`src/rtl/pipe_ctrl.sv`:
```
// Pipeline hazard controller: load-use stalls, mispredict flushes, halt drain.
// Latency: outputs are combinational from state and inputs; state moves on rising clk.
// Backpressure: stalls hold PC and IF/ID; flushes insert bubbles; HALTED holds until reset.
// Optional statistics counters are enabled by defining PIPE_CTRL_STATS_EN.
module pipe_ctrl #(
  parameter int LU_STALL  = 1,
  parameter int FLUSH_LEN = 1,
  parameter int CNT_W     = 32
) (
  input  logic             clk,
  input  logic             rst_n,
  input  logic [4:0]       id_rs,
  input  logic [4:0]       id_rt,
  input  logic             id_use_rs,
  input  logic             id_use_rt,
  input  logic             ex_memread,
  input  logic [4:0]       ex_rd,
  input  logic             ex_branch,
  input  logic             correct_b,
  input  logic             halt_id,
  input  logic             wb_halt,
  output logic             pc_en,
  output logic             ifid_en,
  output logic             ifid_flush,
  output logic             idex_flush,
  output logic             halted,
  output logic [2:0]       state,
  output logic [CNT_W-1:0] stall_cnt,
  output logic [CNT_W-1:0] flush_cnt
);

  typedef enum logic [2:0] {
    RUN    = 3'd0,
    STALL  = 3'd1,
    FLUSH  = 3'd2,
    DRAIN  = 3'd3,
    HALTED = 3'd4
  } state_t;

  // Sub-counter preload values: the RUN cycle that detects the event is the
  // first bubble, so the extra state covers the remaining N-1 cycles.
  localparam logic [2:0] LU_LOAD = (LU_STALL  > 1) ? 3'(LU_STALL  - 2) : 3'd0;
  localparam logic [2:0] FL_LOAD = (FLUSH_LEN > 1) ? 3'(FLUSH_LEN - 2) : 3'd0;

  state_t     cur_state, nxt_state;
  logic [2:0] sub_q, sub_d;
  logic       mispredict, load_use;

  assign mispredict = ex_branch & ~correct_b;
  assign load_use   = ex_memread & (ex_rd != 5'd0) &
                      ((id_use_rs & (id_rs == ex_rd)) | (id_use_rt & (id_rt == ex_rd)));

  assign state  = cur_state;
  assign halted = (cur_state == HALTED);

  // State register and bubble sub-counter.
  always_ff @(posedge clk) begin
    if (!rst_n) begin
      cur_state <= RUN;
      sub_q     <= 3'd0;
    end else begin
      cur_state <= nxt_state;
      sub_q     <= sub_d;
    end
  end

  // Next-state and hazard control outputs.
  always_comb begin
    nxt_state  = cur_state;
    sub_d      = sub_q;
    pc_en      = 1'b1;
    ifid_en    = 1'b1;
    ifid_flush = 1'b0;
    idex_flush = 1'b0;
    case (cur_state)
      RUN: begin
        if (mispredict) begin
          ifid_flush = 1'b1;
          idex_flush = 1'b1;
          if (FLUSH_LEN > 1) begin
            nxt_state = FLUSH;
            sub_d     = FL_LOAD;
          end
        end else if (load_use) begin
          pc_en      = 1'b0;
          ifid_en    = 1'b0;
          idex_flush = 1'b1;
          if (LU_STALL > 1) begin
            nxt_state = STALL;
            sub_d     = LU_LOAD;
          end
        end else if (halt_id) begin
          pc_en      = 1'b0;
          ifid_flush = 1'b1;
          nxt_state  = DRAIN;
        end
      end
      STALL: begin
        pc_en      = 1'b0;
        ifid_en    = 1'b0;
        idex_flush = 1'b1;
        if (sub_q == 3'd0) nxt_state = RUN;
        else               sub_d     = sub_q - 3'd1;
      end
      FLUSH: begin
        ifid_flush = 1'b1;
        idex_flush = 1'b1;
        if (sub_q == 3'd0) nxt_state = RUN;
        else               sub_d     = sub_q - 3'd1;
      end
      DRAIN: begin
        pc_en      = 1'b0;
        ifid_en    = 1'b0;
        ifid_flush = 1'b1;
        if (wb_halt) nxt_state = HALTED;
      end
      HALTED: begin
        pc_en      = 1'b0;
        ifid_en    = 1'b0;
        ifid_flush = 1'b1;
        idex_flush = 1'b1;
      end
      default: begin
        nxt_state = RUN;
        sub_d     = 3'd0;
      end
    endcase
  end

`ifdef PIPE_CTRL_STATS_EN
  logic             stall_evt, flush_evt;
  logic [CNT_W-1:0] stall_q, flush_q;

  assign stall_evt = (cur_state == STALL) | ((cur_state == RUN) & ~mispredict & load_use);
  assign flush_evt = (cur_state == RUN) & mispredict;
  assign stall_cnt = stall_q;
  assign flush_cnt = flush_q;

  // Saturating statistics counters.
  always_ff @(posedge clk) begin
    if (!rst_n) begin
      stall_q <= '0;
      flush_q <= '0;
    end else begin
      if (stall_evt && (stall_q != {CNT_W{1'b1}})) stall_q <= stall_q + 1'b1;
      if (flush_evt && (flush_q != {CNT_W{1'b1}})) flush_q <= flush_q + 1'b1;
    end
  end
`else
  assign stall_cnt = '0;
  assign flush_cnt = '0;
`endif

endmodule
```
`config.mk`:
```
export PLATFORM = sky130hd
export DESIGN_NAME = pipe_ctrl
export DESIGN_NICKNAME = d
export VERILOG_FILES = /design/src/rtl/pipe_ctrl.sv
export SDC_FILE = /design/constraint.sdc
export NUM_CORES = 1
export LEC_CHECK = 0
export BUFFER_PORTS_ARGS = -buffer_cell sky130_fd_sc_hd__buf_4
export CAP_MARGIN = 20
export CORE_UTILIZATION = 37
export CTS_CLUSTER_DIAMETER = 100
export DETAILED_ROUTE_END_ITERATION = 10
export PLACE_DENSITY = 0.86
export SYNTH_ARGS = -nofsm -noshare
export SYNTH_HDL_FRONTEND = slang
export SYNTH_SLANG_ARGS = --single-unit
```
`constraint.sdc`:
```
create_clock -name clk -period 2.55 [get_ports clk]
set_input_delay 0.255 -clock clk [delete_from_list [all_inputs] [get_ports clk]]
set_output_delay 0.255 -clock clk [all_outputs]
set_load 0.005 [all_outputs]
```
---- Word level (Yosys, flattened, before mapping) ----
Index checks and enable logic that the tools add are counted.
cells by class
  multiplexer cells ....................... 22
  bitwise operators ....................... 9
  add/subtract/negate cells ............... 1
  reductions and logical operators ........ 10
  equal/unequal tests ..................... 12
operator list
  operator                                                               number
  3-bit two-way mux                                                      6
  3-bit case mux with 4 select lines                                     1
  3-bit OR reduction                                                     4
  5-bit equality test                                                    2
  1-bit two-way mux                                                      10
  2-bit != test, second input constant                                   5
  1-bit case mux with 2 select lines                                     4
  3-bit by 2-bit equality test with 1-bit output, second input constant  2
  3-bit logical NOT                                                      2
  3-bit case mux with 2 select lines                                     1
  6-bit AND reduction                                                    1
  1-bit bitwise AND                                                      5
  5-bit nonzero test                                                     1
  3-bit by 1-bit equality test with 1-bit output, second input constant  1
  3-bit equality test, second input constant                             1
  1-bit NOT                                                              3
  3-bit by 1-bit subtractor with 3-bit output, second input constant     1
  2-bit by 1-bit != test with 1-bit output, second input constant        1
  2-bit AND reduction                                                    1
  2-bit OR reduction                                                     1
  1-bit OR                                                               1
storage, ports and cells
  word-level logic and storage cells ...... 56
  flip-flop bits (word level) ............. 6

---- Depth between registers and ports, before layout ----
Gate-level depths: netlist of run 1.
  depth in word-level cells ............... 7
  mapped depth ............................ 6
  mapped depth without buffers ............ 6

---- Worst setup path before layout of run 1 ----
No wires, ideal clock.
  path kind ............................... input port to flip-flop
  start ................................... in ex_rd[1]
  end ..................................... reg cur_state[1], in the netlist state[1]
  buffers on the path ..................... 0
  stages on the path ...................... 5
  arrival time ............................ 1551 ps
  path slack .............................. 927 ps
  cells stage by stage .................... or4_4 > o21ai_2 > a21oi_2 > a2111oi_4 > mux2i_1
on the way
  word-level cells in the longest chain between the ends .. 6
  elaborated cells on any way between the ends .. 10
  classes of those cells .................. eq/ne (3); bitwise (5); reduce/logical (2)
ends and longest elaborated chain
  element                                   RTL line  source
  start, declared                           17        input logic [4:0] ex_rd,
  5-bit equality test                       51        ((id_use_rs & (id_rs == ex_rd)) | (id_use_rt & (id_rt == ex_rd)));
  1-bit bitwise AND                         51
  1-bit OR                                  51
  1-bit bitwise AND (*)                     50        assign load_use = ex_memread & (ex_rd != 5'd0) &
  2-bit != test (no source line) (*)        n/a
  6-bit AND reduction (no source line) (*)  n/a
  end signal, assigned                      62        cur_state <= nxt_state;
  end, declared                             45        state_t cur_state, nxt_state;
Mark *: on every way between the ends. The rest lies on a longest branch, timed or not.
A chain may end at the register's enable or synchronous reset.

---- Worst setup path in the final report of run 1 ----
  start ................................... reg cur_state[1], in the netlist state[1]
  end ..................................... out ifid_flush
on the way
  word-level cells in the longest chain between the ends .. 3
  elaborated cells on any way between the ends .. 6
  classes of those cells .................. eq/ne (3); mux (1); reduce/logical (2)
ends and longest elaborated chain
  element                                                                                RTL line  source
  3-bit equality test or 3-bit by 2-bit equality test with 1-bit output (tied branches)  75        case (cur_state)
  3-bit OR reduction (no source line)                                                    n/a
  1-bit case mux with 2 select lines (*)                                                 75
  end, declared                                                                          24        output logic ifid_flush,
Marks and branches as above.

==> results of run 1 <==
## final cells by class
type	count	area, sq um	share of cell area
inverter	4	15.0	0.0165
tap	28	35.0	0.0384
multi-input combinational	105	567	0.621
timing repair buffer	31	233	0.255
clock buffer	3	22.5	0.0247
sequential	2	40.0	0.0439
## layout by cell type (no fill, tap or decap)
cell	n
sky130_fd_sc_hd__a21oi_1	1
sky130_fd_sc_hd__a2111oi_4	1
sky130_fd_sc_hd__xor2_1	8
sky130_fd_sc_hd__o21ai_2	1
sky130_fd_sc_hd__buf_4	31
sky130_fd_sc_hd__nor4_1	2
sky130_fd_sc_hd__o22ai_1	1
sky130_fd_sc_hd__nand2b_1	1
sky130_fd_sc_hd__inv_1	4
sky130_fd_sc_hd__dfxtp_1	2
sky130_fd_sc_hd__a211o_2	1
sky130_fd_sc_hd__a21oi_2	1
sky130_fd_sc_hd__nand3b_1	1
sky130_fd_sc_hd__xnor2_1	2
sky130_fd_sc_hd__ha_1	5
sky130_fd_sc_hd__or4_4	1
sky130_fd_sc_hd__conb_1	64
sky130_fd_sc_hd__clkbuf_4	3
sky130_fd_sc_hd__nand3_1	2
sky130_fd_sc_hd__nand2_1	6
sky130_fd_sc_hd__nor2_1	4
sky130_fd_sc_hd__mux2i_1	2
sky130_fd_sc_hd__o21ai_1	1
## cell families (layout without fill, tap and decap cells)
| logic type | count (synthesis) | after routing |
|---|---|---|
| DFF | 2 | 2 |
| xor gates and xnor gates | 10 | 10 |
| buffers and inverters | 69 | 38 |
| adders and majority gates | 5 | 5 |
| and+or+nand+nor | 17 | 17 |
| AOI/OAI and AO/OA | 7 | 7 |
| other | 1 | 64 |
| muxes | 2 | 2 |
## metrics by stage
stage | utilization | instances | area (sq um)
detailed placement | 0.402 | 170 | 890
floorplan | - | 176 | 1110
global route | 0.412 | 173 | 912
CTS | 0.412 | 173 | 912
finish | 0.412 | 173 | 912
global placement | 0.402 | 170 | 890
## how the worst max path moves through the flow
stage                                     start                     to  slack, ps  depth (start not counted)
after floorplan                        ex_rd[1]  state[1]$_SDFFE_PN0P_        930                          5
final                     state[1]$_SDFFE_PN0P_             ifid_flush        510                          7
after global placement                 ex_rd[1]             idex_flush        690                          6
after detailed placement               ex_rd[3]                  pc_en        670                          8
after global routing      state[1]$_SDFFE_PN0P_             ifid_flush        350                          7
after CTS                 state[1]$_SDFFE_PN0P_             ifid_flush        480                          7
## critical path, cell delays in order (launching register included)
cell                      delay [ps]
sky130_fd_sc_hd__dfxtp_1         370
sky130_fd_sc_hd__inv_1           110
sky130_fd_sc_hd__ha_1            350
sky130_fd_sc_hd__nand2_1          80
sky130_fd_sc_hd__nor2_1          310
sky130_fd_sc_hd__nor2_1           70
sky130_fd_sc_hd__a21oi_1         140
sky130_fd_sc_hd__buf_4           130
## power by group through the flow
stage               clock (uW)  sequential (uW)  combinational (uW)
floorplan                    0             60.1                 282
global placement             0             62.5                 344
detailed placement           0             62.0                 348
CTS                       82.1             62.0                 349
global route              81.5             64.1                 385
finish                    74.2             62.7                 346
## metal layers
| metal | vias to the layer above | share of wire | GRT usage | routed length (um) |
|---|---|---|---|---|
| met2 | 56 | 0.50 | 0.191 | 689 |
| met5 | - | 0 | 0 | 0 |
| met4 | 0 | 0.012 | 0.0556 | 17 |
| met3 | 2 | 0.14 | 0.0303 | 188 |
| met1 | 258 | 0.35 | 0.0961 | 473 |
| li1 | 293 | - | - | - |
==> results.json, run 1 <==
{
  "p_sw_frac": 0.434,
  "startpoint_type": "register",
  "detail_route.vias_per_cell": 3.52,
  "pwr_per_cell_area_nw_per_um2": 529,
  "async_flop_share": 0,
  "postSynthAreaPerCell_sq_um": 7.73,
  "power.ir.vdd_worst_uv": 405,
  "rr_startpoint": "state[1]$_SDFFE_PN0P_",
  "synthAdderAreaFrac": 0.0716,
  "cts_tree": "yes",
  "synth_top_family_by_area": "buffers and inverters",
  "synthDistinctLibCells": 22,
  "area_delta_synth_final_pct": 4.44,
  "fillCellCount": 227,
  "synthesis.instances": 113,
  "ant_nets": 0,
  "total_switching_power_uw": 209,
  "cp-end-kind": "output pin",
  "worstHoldEndpoint": "state[2]$_SDFFE_PN0P_",
  "yosysTopAreaCell": "sky130_fd_sc_hd__buf_4",
  "clockRootBuffer": "sky130_fd_sc_hd__clkbuf_4",
  "fp.coreArea_sq_um": 2210,
  "largest_register_ff_count": 2,
  "postSynth.topFlopCell": "sky130_fd_sc_hd__dfxtp_1",
  "critPathKind": "reg2out",
  "final.setup.tns_ps": 0,
  "dpl.hpwl_um": 1140,
  "drt_wirelength_um": 1370,
  "cells_taking_the_most_area_after_synthesis": "sky130_fd_sc_hd__buf_4 (56%), sky130_fd_sc_hd__xor2_1 (8.0%), sky130_fd_sc_hd__ha_1 (7.2%)",
  "final.setup_skew_ps": 1.75,
  "finalCritPeriodShare": 0.802,
  "synth_simple_gate_area_share": 0.0974,
  "source_to_sink_clock_delay_at_the_later_pin_of_the_worst_skew_pair_ps": 230,
  "synth.yosys.warnings": 0,
  "cts.path.max_buffers": 2,
  "crit_fanout": 8,
  "globalRouteOverflowTotal": 0,
  "sequentialPowerShare": 0.130,
  "power_frac_comb": 0.716,
  "final-setup-viol-count": 0,
  "int_power_uw": 273,
  "floorplan.die_area_sq_um": 2560,
  "final-hold-violation-count": 0,
  "layout_cells_sized_above_1": 0.269,
  "cts_setup_buffers": 0,
  "pin_count": 96,
  "drt-pass1-iter-count": 3,
  "status": "finished, final reports clean",
  "cts_made_buffers": 3,
  "report.final.slew_viol_count": 0,
  "min_period_ps": 2040,
  "synthMostInstantiatedCell": "sky130_fd_sc_hd__buf_4",
  "fin_hold_ws_ps": 322,
  "r2r-end": "state[2]$_SDFFE_PN0P_",
  "chipWidth_um": 50.6,
  "synth-compound-area-share": 0.0817,
  "start_util": 0.395,
  "gp_congestion": 0.665,
  "total_power_uw": 483,
  "wire_length_of_the_first_global_routing_pass_um": 1930,
  "yosys_register_bits": 2,
  "grt_setup_unrepaired": "no",
  "htree_levels": 1,
  "die_height_um": 50.6,
  "timing.hold.worst.start": "rst_n",
  "layout_setup_ws_ps": 506,
  "post_cts_resize_count": 0,
  "cp_data_arrival_time_ps": 1790,
  "first_global_vias": 482,
  "detail_route.drc_violations": 0,
  "synth_edf_count": 0,
  "clock_sink_count": 2,
  "grt_max_degree": 9,
  "grt_antenna_before_repair": 0,
  "p_clk_frac": 0.154,
  "synth_sequential_area_ratio": 0.0458,
  "timing.max_cap.violations": 0,
  "dp_worst_setup_slack_ps": 670,
  "min_delay_path_depth": 3,
  "ff2ff_setup_slack_ps": 810,
  "yosys-mux-area-fraction": 0.0229,
  "clkSlewWorstSetupHoldPaths_ps": 30,
  "hold_buffers": 0,
  "fmax_ghz": 0.489,
  "total_leakage_power_uw": 0.000537,
  "finalNetCount": 176,
  "yosys-top-cells-count": "sky130_fd_sc_hd__buf_4 (65), sky130_fd_sc_hd__xor2_1 (8), sky130_fd_sc_hd__nand2_1 (6)",
  "min-delay-path-class": "in2reg",
  "netlist_area_sq_um": 873,
  "initialDrtViolationCount": 7,
  "worstRegToRegCells": 6,
  "rows": 17,
  "yosys.area.top_type_share": 0.559,
  "antenna_cells": 0,
  "cp_data_required_time_ps": 2300,
  "synth-xor-area-share": 0.100,
  "vias": 609,
  "placement.io_buffers": 31,
  "gr-usage-all-layers": 0.101,
  "wl_per_cell_um": 7.91
}
No activity file was read; power rests on OpenSTA's default activity.
==> run 2: changes to the inputs <==
--- a/config.mk
+++ b/config.mk
@@ -7,10 +7,10 @@
 export LEC_CHECK = 0
 export BUFFER_PORTS_ARGS = -buffer_cell sky130_fd_sc_hd__buf_4
 export CAP_MARGIN = 20
-export CORE_UTILIZATION = 37
+export CORE_UTILIZATION = 35
 export CTS_CLUSTER_DIAMETER = 100
 export DETAILED_ROUTE_END_ITERATION = 10
-export PLACE_DENSITY = 0.86
+export PLACE_DENSITY = 0.82
 export SYNTH_ARGS = -nofsm -noshare
 export SYNTH_HDL_FRONTEND = slang
 export SYNTH_SLANG_ARGS = --single-unit
==> constraint.sdc (replaced) <==
create_clock -name clk -period 2.1 [get_ports clk]
set_input_delay 0.21 -clock clk [delete_from_list [all_inputs] [get_ports clk]]
set_output_delay 0.21 -clock clk [all_outputs]
set_load 0.005 [all_outputs]
==> run 2 against run 1 <==
Net effect: cell area is 0.27% higher; setup slack worse by 340 ps; worst hold slack worse by 54 ps; clock-buffer cell count stayed put; global-route usage is 1.0 points lower; critical path type unchanged; largest power group unchanged; highest routed layer is now met3.
==> results.json, run 2 (synthesized netlist as in run 1, its figures left out) <==
{
  "status": "finished, final reports clean",
  "cts.path.max_buffers": 2,
  "power.ir.vdd_worst_uv": 442,
  "most_frequent_cells_in_the_layout": "sky130_fd_sc_hd__conb_1 (64), sky130_fd_sc_hd__buf_4 (31), sky130_fd_sc_hd__xor2_1 (8), sky130_fd_sc_hd__nand2_1 (6)",
  "p_sw_frac": 0.434,
  "clockRootBuffer": "sky130_fd_sc_hd__clkbuf_4",
  "finalCritPeriodShare": 0.922,
  "post_cts_resize_count": 0,
  "largest_register_ff_count": 2,
  "rows": 17,
  "cp_data_required_time_ps": 1890,
  "gr-usage-all-layers": 0.0912,
  "floorplan.die_area_sq_um": 2700,
  "detail_route.vias_per_cell": 3.52,
  "ant_nets": 0,
  "fin_hold_ws_ps": 268,
  "antenna_cells": 0,
  "finalNetCount": 176,
  "int_power_uw": 337,
  "gp_congestion": 0.719,
  "placement.io_buffers": 31,
  "pin_count": 96,
  "detail_route.drc_violations": 0,
  "wl_per_cell_um": 7.97,
  "sequentialPowerShare": 0.128,
  "cts_tree": "yes",
  "clock_sink_count": 2,
  "report.final.slew_viol_count": 0,
  "final-hold-violation-count": 0,
  "grt_max_degree": 9,
  "cp-end-kind": "output pin",
  "pwr_per_cell_area_nw_per_um2": 651,
  "htree_levels": 1,
  "source_to_sink_clock_delay_at_the_later_pin_of_the_worst_skew_pair_ps": 230,
  "start_util": 0.384,
  "hold_buffers": 0,
  "drt-pass1-iter-count": 1,
  "area_delta_synth_final_pct": 4.73,
  "initialDrtViolationCount": 0,
  "critPathKind": "reg2out",
  "die_height_um": 52.0,
  "first_global_vias": 449,
  "p_clk_frac": 0.145,
  "chipWidth_um": 52.0,
  "grt_setup_unrepaired": "no",
  "final-setup-viol-count": 0,
  "layout_setup_ws_ps": 164,
  "timing.max_cap.violations": 0,
  "dp_worst_setup_slack_ps": 296,
  "dpl.hpwl_um": 1190,
  "wire_length_of_the_first_global_routing_pass_um": 1830,
  "final.setup.tns_ps": 0,
  "vias": 609,
  "cp_data_arrival_time_ps": 1730,
  "final.setup_skew_ps": 3.74,
  "total_switching_power_uw": 258,
  "startpoint_type": "register",
  "drt_wirelength_um": 1380,
  "power_frac_comb": 0.727,
  "fp.coreArea_sq_um": 2280,
  "cts_setup_buffers": 0,
  "layout_cells_sized_above_1": 0.276,
  "fmax_ghz": 0.517,
  "total_leakage_power_uw": 0.000536,
  "min_period_ps": 1940,
  "globalRouteOverflowTotal": 0,
  "layout.cells.most_common": "sky130_fd_sc_hd__conb_1",
  "min-delay-path-class": "in2reg",
  "grt_antenna_before_repair": 0,
  "cts_made_buffers": 3,
  "clkSlewWorstSetupHoldPaths_ps": 30,
  "crit_fanout": 8
}
-- run 2: layout make-up --
type                       instances  area (sq um)
fill                             241          1360
multi-input combinational        105           569
timing repair buffer              31           233
sequential                         2          40.0
tap                               28          35.0
clock buffer                       3          22.5
inverter                           4          15.0
-- run 2: critical path, stage by stage (launching register included) --
cell                      delay, ps
sky130_fd_sc_hd__dfxtp_1        360
sky130_fd_sc_hd__inv_1          110
sky130_fd_sc_hd__ha_2           280
sky130_fd_sc_hd__nand2_1         70
sky130_fd_sc_hd__nor2_1         300
sky130_fd_sc_hd__nor2_1          70
sky130_fd_sc_hd__a21oi_1        160
sky130_fd_sc_hd__buf_4          140
-- run 2: final timing paths --
check / to / startpoint / cells past startpoint / slack [ps]
worst max register to register: state[1]$_SDFFE_PN0P_ / state[1]$_SDFFE_PN0P_ / 6 / 460
worst min-delay path: state[2]$_SDFFE_PN0P_ / rst_n / 3 / 270
worst min register to register: state[2]$_SDFFE_PN0P_ / state[2]$_SDFFE_PN0P_ / 2 / 520
worst max-delay path: ifid_flush / state[1]$_SDFFE_PN0P_ / 7 / 160
-- run 2: power groups by stage --
stage / Clock (uW) / Sequential (uW) / Combinational [uW]
after CTS: 92.0 / 75.9 / 432
after global routing: 94.7 / 79.4 / 489
final: 86.5 / 76.1 / 433
after detailed placement: 0 / 75.9 / 429
after global placement: 0 / 76.5 / 422
after floorplan: 0 / 73.0 / 343
-- run 2: through the flow --
| stage | utilization | instance area [sq um] | std cells | power (uW) |
|---|---|---|---|---|
| after detailed placement | 0.391 | 890 | 170 | 505 |
| final | 0.402 | 915 | 173 | 596 |
| after global placement | 0.391 | 890 | 170 | 499 |
| after floorplan | - | 1110 | 176 | 416 |
| after CTS | 0.401 | 912 | 173 | 600 |
| after global routing | 0.402 | 915 | 173 | 663 |
-- run 2: per-layer routing --
| layer | GRT usage | wire length, um | part of all wire | vias to the layer above |
|---|---|---|---|---|
| li1 | - | - | - | 296 |
| met1 | 0.0861 | 447 | 0.32 | 257 |
| met2 | 0.173 | 721 | 0.52 | 56 |
| met3 | 0.0322 | 210 | 0.15 | 0 |
| met4 | 0.0405 | 0 | 0 | 0 |
| met5 | 0 | 0 | 0 | - |
